**config.mk**
```make
export PLATFORM = sky130hd
export DESIGN_NAME = sd_fifo_share_arb
export DESIGN_NICKNAME = d
export VERILOG_FILES = /design/src/rtl/sd_fifo_share_arb.sv
export SDC_FILE = /design/constraint.sdc
export NUM_CORES = 1
export LEC_CHECK = 0
export ABC_AREA = 1
export ABC_CLOCK_PERIOD_IN_PS = 3350
export CAP_MARGIN = 10
export CORE_MARGIN = 10
export CORE_UTILIZATION = 45
export CTS_CLUSTER_SIZE = 40
export DETAILED_ROUTE_END_ITERATION = 10
export PLACE_DENSITY_LB_ADDON = 0.15
export SYNTH_ARGS = -nofsm -noshare
export SYNTH_HDL_FRONTEND = slang
export SYNTH_SLANG_ARGS = --single-unit
```
**constraint.sdc**
```tcl
create_clock -name clk -period 3.35 [get_ports clk]
set_input_delay 0.335 -clock clk [delete_from_list [all_inputs] [get_ports clk]]
set_output_delay 0.335 -clock clk [all_outputs]
set_load 0.005 [all_outputs]
```
**src/rtl/sd_fifo_share_arb.sv**
```systemverilog
// Round-robin arbiter sharing one downstream FIFO among requesters, with per-source quota and source-ID tagging.
// Latency: a beat accepted in cycle N is presented on p_srdy/p_data/p_id in cycle N+1.
// Backpressure: the output register holds while p_drdy=0; c_drdy stays low while the register is full or the winner is at quota.
module sd_fifo_share_arb #(
    parameter int width  = 8,
    parameter int inputs = 4,
    parameter int quota  = 4,
    parameter int idw    = (inputs > 1) ? $clog2(inputs) : 1,
    parameter int osz    = $clog2(quota + 1)
) (
    input  logic                    clk,
    input  logic                    reset_n,
    input  logic [inputs-1:0]       c_srdy,
    output logic [inputs-1:0]       c_drdy,
    input  logic [inputs*width-1:0] c_data,
    output logic                    p_srdy,
    input  logic                    p_drdy,
    output logic [width-1:0]        p_data,
    output logic [idw-1:0]          p_id,
    input  logic                    r_vld,
    input  logic [idw-1:0]          r_id,
    output logic [inputs*osz-1:0]   occ,
    output logic                    err
);

    // Per-requester count of beats in flight (output register plus FIFO).
    logic [osz-1:0]    occ_q [inputs];

    logic [idw-1:0]    rr_ptr;
    logic [inputs-1:0] elig;
    logic              load_ok;
    logic              win_vld;
    logic [idw-1:0]    win_idx;
    logic [idw:0]      cand;
    logic [width-1:0]  win_data;
    logic              accept;
    logic [idw-1:0]    rr_next;
    logic [inputs-1:0] inc_vec;
    logic [inputs-1:0] dec_vec;
    logic              pop_ok;
    logic              pop_bad;

    // A requester may compete only while it is below its quota.
    always_comb begin
        elig = '0;
        for (int i = 0; i < inputs; i++) begin
            elig[i] = c_srdy[i] && (occ_q[i] < osz'(quota));
        end
    end

    // The output register can take a new beat when empty or being drained this cycle.
    assign load_ok = !p_srdy || p_drdy;

    // Scan from rr_ptr upward with explicit wrap; first eligible index wins.
    always_comb begin
        win_vld = 1'b0;
        win_idx = '0;
        cand    = '0;
        for (int k = 0; k < inputs; k++) begin
            cand = {1'b0, rr_ptr} + (idw+1)'(k);
            if (cand >= (idw+1)'(inputs)) begin
                cand = cand - (idw+1)'(inputs);
            end
            if (!win_vld && elig[cand[idw-1:0]]) begin
                win_vld = 1'b1;
                win_idx = cand[idw-1:0];
            end
        end
    end

    // Grant only the winner, and only when the output register can load.
    always_comb begin
        c_drdy = '0;
        for (int i = 0; i < inputs; i++) begin
            c_drdy[i] = win_vld && load_ok && (win_idx == idw'(i));
        end
    end

    // Steer the winner's data lane toward the output register.
    always_comb begin
        win_data = '0;
        for (int i = 0; i < inputs; i++) begin
            if (win_idx == idw'(i)) begin
                win_data = c_data[i*width +: width];
            end
        end
    end

    // A grant implies the winner is eligible, hence c_srdy is high.
    assign accept  = win_vld && load_ok;
    assign rr_next = (win_idx == idw'(inputs - 1)) ? '0 : win_idx + idw'(1);

    // Per-index increment (accept) and decrement (legal pop) requests.
    always_comb begin
        inc_vec = '0;
        dec_vec = '0;
        pop_ok  = 1'b0;
        for (int i = 0; i < inputs; i++) begin
            inc_vec[i] = accept && (win_idx == idw'(i));
            if (r_vld && (r_id == idw'(i)) && (occ_q[i] != '0)) begin
                dec_vec[i] = 1'b1;
                pop_ok     = 1'b1;
            end
        end
    end

    // A pop is bad if its ID is out of range or that requester has nothing in flight.
    assign pop_bad = r_vld && !pop_ok;

    // Output register and round-robin pointer.
    always_ff @(posedge clk or negedge reset_n) begin
        if (!reset_n) begin
            p_srdy <= 1'b0;
            p_data <= '0;
            p_id   <= '0;
            rr_ptr <= '0;
        end else if (accept) begin
            p_srdy <= 1'b1;
            p_data <= win_data;
            p_id   <= win_idx;
            rr_ptr <= rr_next;
        end else if (p_drdy) begin
            p_srdy <= 1'b0;
        end
    end

    // Occupancy counters; coincident inc and dec on one index cancel.
    always_ff @(posedge clk or negedge reset_n) begin
        if (!reset_n) begin
            for (int i = 0; i < inputs; i++) begin
                occ_q[i] <= '0;
            end
        end else begin
            for (int i = 0; i < inputs; i++) begin
                case ({inc_vec[i], dec_vec[i]})
                    2'b10:   occ_q[i] <= occ_q[i] + osz'(1);
                    2'b01:   occ_q[i] <= occ_q[i] - osz'(1);
                    default: occ_q[i] <= occ_q[i];
                endcase
            end
        end
    end

    // Sticky error flag, cleared only by reset.
    always_ff @(posedge clk or negedge reset_n) begin
        if (!reset_n) begin
            err <= 1'b0;
        end else if (pop_bad) begin
            err <= 1'b1;
        end
    end

    // Flatten the counters onto the occupancy port.
    always_comb begin
        occ = '0;
        for (int i = 0; i < inputs; i++) begin
            occ[i*osz +: osz] = occ_q[i];
        end
    end

    a_drdy_onehot: assert property (@(posedge clk) disable iff (!reset_n) $onehot0(c_drdy));

    a_out_stable: assert property (@(posedge clk) disable iff (!reset_n)
        (p_srdy && !p_drdy) |=> (p_srdy && $stable(p_data) && $stable(p_id)));

endmodule

```
==> metrics.txt <==
most common cell in the netlist nand2_1; Routed Antenna Nets 0; Skew-Pair Late Insertion Delay 0.27 ns; die area 7274 um^2; critical path type reg2out; IO Pins 70; Setup Skew 0.003062 ns; Sink Count 26; Syn Inst Count 261; first-pass GRT wire length 8949 um; Post-synth top flop dfrtp_1; Multi-input gate area 1047 um^2; Placer Congestion 0.8168; vias per std cell 4.825; storage element area 650.6 um^2; H-tree lvl count 1; EDFF count, synth 0; yosys warns 0; final setup violation count 0; Post-synth top cells nand2_1, inv_1, dfrtp_1, o21ai_0, nand3_1; Die Y 85.29 um; Nets 388; cell taking the most area after synthesis dfrtp_1; Root Driver clkbuf_8; starting density of the core 0.4727; Worst Path Max Fanout 9; Post CTS Setup Buffer Count 0; Remaining DRCs 0; Avg Cell Area, Syn 7.349 um^2; main area contributors after synthesis dfrtp_1, nand2_1, inv_1, o21ai_0, nand2_2; area share of the largest cell type after synthesis 0.3392; clk buf depth 2; starting DRC count in detailed routing 81; Final Hold Viols 0; Layout area overhead 41.23%; crit path DAT 2.70 ns; Final Cycle Share 0.9074; final hold slack 0.4262 ns; unrepaired setup endpoints after global routing no; pwr dens 1174 nW/um^2; core area 4058 um^2; maximum VDD drop 0.0007384 V; Core Rows 23; Total Wirelength 5286 um; Setup TNS Final 0 ns; Detail Placement HPWL 4255 um; Final Max Tran Viols 0; All-Layer GR Usage 0.1459; required time of the critical path 3.01 ns; max-cap viol count 0; total power 3.179 mW; Die X 85.29 um; number of synthesized register bits 26; DR pass1 iterations 4; post_cts resized 0; CTS tree done; share of cells above drive strength 1 0.1081; outcome finished clean; P_leak 1.298 nW; Cell variety after synth 26; FILL cells 364; crit start category flip-flop; register area share after synthesis 0.3392; largest net degree at the start of global routing 27; diode count 0; Max Clock Freq 329.0 MHz; number of buffers created by CTS 3; design area 2709 um^2; buffers added on ports 69; Worst Hold Class in2async; vias in the first global route 1921; syn_nets 315; synthesized area 1918 um^2; via count 1848; global route total overflow 0; Routed WL per cell 13.80 um; relative max-transition margin 0.7169; DP Area 2654 um^2; clock period minus worst slack 3.040 ns; Synth async-reset ratio 1.000; Reg clk slew, reported paths 0.09 ns; worst-margin pin slew 0.4193 ns; antenna violations before repair 0; Crit. End Element output pin; hold-fix buffers at CTS 0
==> final timing paths <==
path	start	end	slack, ns	cells past startpoint
worst min register to register	err	err	0.47	2
max in group asynchronous	reset_n	occ[9]	2.66	2
worst max-delay path	rr_ptr[0]	c_drdy[3]	0.31	12
min in group clk	err	err	0.47	2
worst max register to register	rr_ptr[0]	occ[11]	0.34	18
worst min-delay path	reset_n	err	0.43	2
==> cell families after synthesis <==
kind of cell    Yosys count  synth area share
compound gates           41            0.1129
xor+xnor                  8           0.03653
fa+ha+maj                12           0.09394
buf+inv                  46            0.1148
flops                    26            0.3392
simple gates            128            0.3027
==> per-stage QoR <==
step | setup slack [ns] | utilization | instances
floorplan | 0.3362 | - | 261
global placement | 0.2462 | 0.6540 | 379
detailed placement | 0.1525 | 0.6540 | 379
CTS | 0.2893 | 0.6676 | 383
global route | 0.008224 | 0.6676 | 383
finish | 0.3103 | 0.6676 | 383
==> metal layers <==
| layer | wire length (um) | GRT usage | up-vias |
|---|---|---|---|
| met1 | 2250 | 0.1749 | 834 |
| met2 | 2544 | 0.2439 | 46 |
| met4 | 48 | 0.03293 | 0 |
| li1 | - | - | 964 |
| met5 | 0 | 0 | - |
| met3 | 442 | 0.05067 | 4 |
==> critical path, cell delays in order, from the launching register on <==
cell and delay [ns]:
dfrtp_1 0.59, nand3_1 0.18, nand2_1 0.13, nand2_1 0.07, nand2_1 0.08, nand2_1 0.08, nand3_1 0.11, nand3_1 0.18
inv_1 0.13, ha_1 0.17, inv_1 0.04, nor2_1 0.14, clkdlybuf4s50_1 0.54
==> final cells by class <==
cell class | count | area share
clock buffer | 4 | 0.02032
tap | 50 | 0.02309
timing repair buffer | 76 | 0.2744
multi-input combinational | 189 | 0.3866
sequential | 26 | 0.2402
inverter | 38 | 0.05543
==> power by group <==
| part | internal, mW | switching (mW) | leakage, nW |
|---|---|---|---|
| Sequential | 0.485 | 0.144 | 0.312 |
| Clock | 0.105 | 0.102 | 0.0288 |
| Combinational | 1.05 | 1.30 | 0.957 |
==> flip-flops by register name (all words and copies together), names as in the netlist <==
register / cells
occ: 12
p_data: 8
p_id: 2
rr_ptr: 2
err: 1
p_srdy: 1
==> layout by cell type (no fill, tap or decap), types with 2 or more instances in the layout <==
cell type	instances
a21oi_1	12
buf_4	7
clkbuf_8	4
clkdlybuf4s50_1	69
dfrtp_1	26
fa_1	4
ha_1	8
inv_1	35
nand2_1	76
nand2_2	18
nand3_1	19
nand3_2	2
nor2_1	9
o21ai_0	26
o311ai_0	2
xnor2_1	4
xor2_1	4
Note: power is estimated with default switching activity, not from simulation.
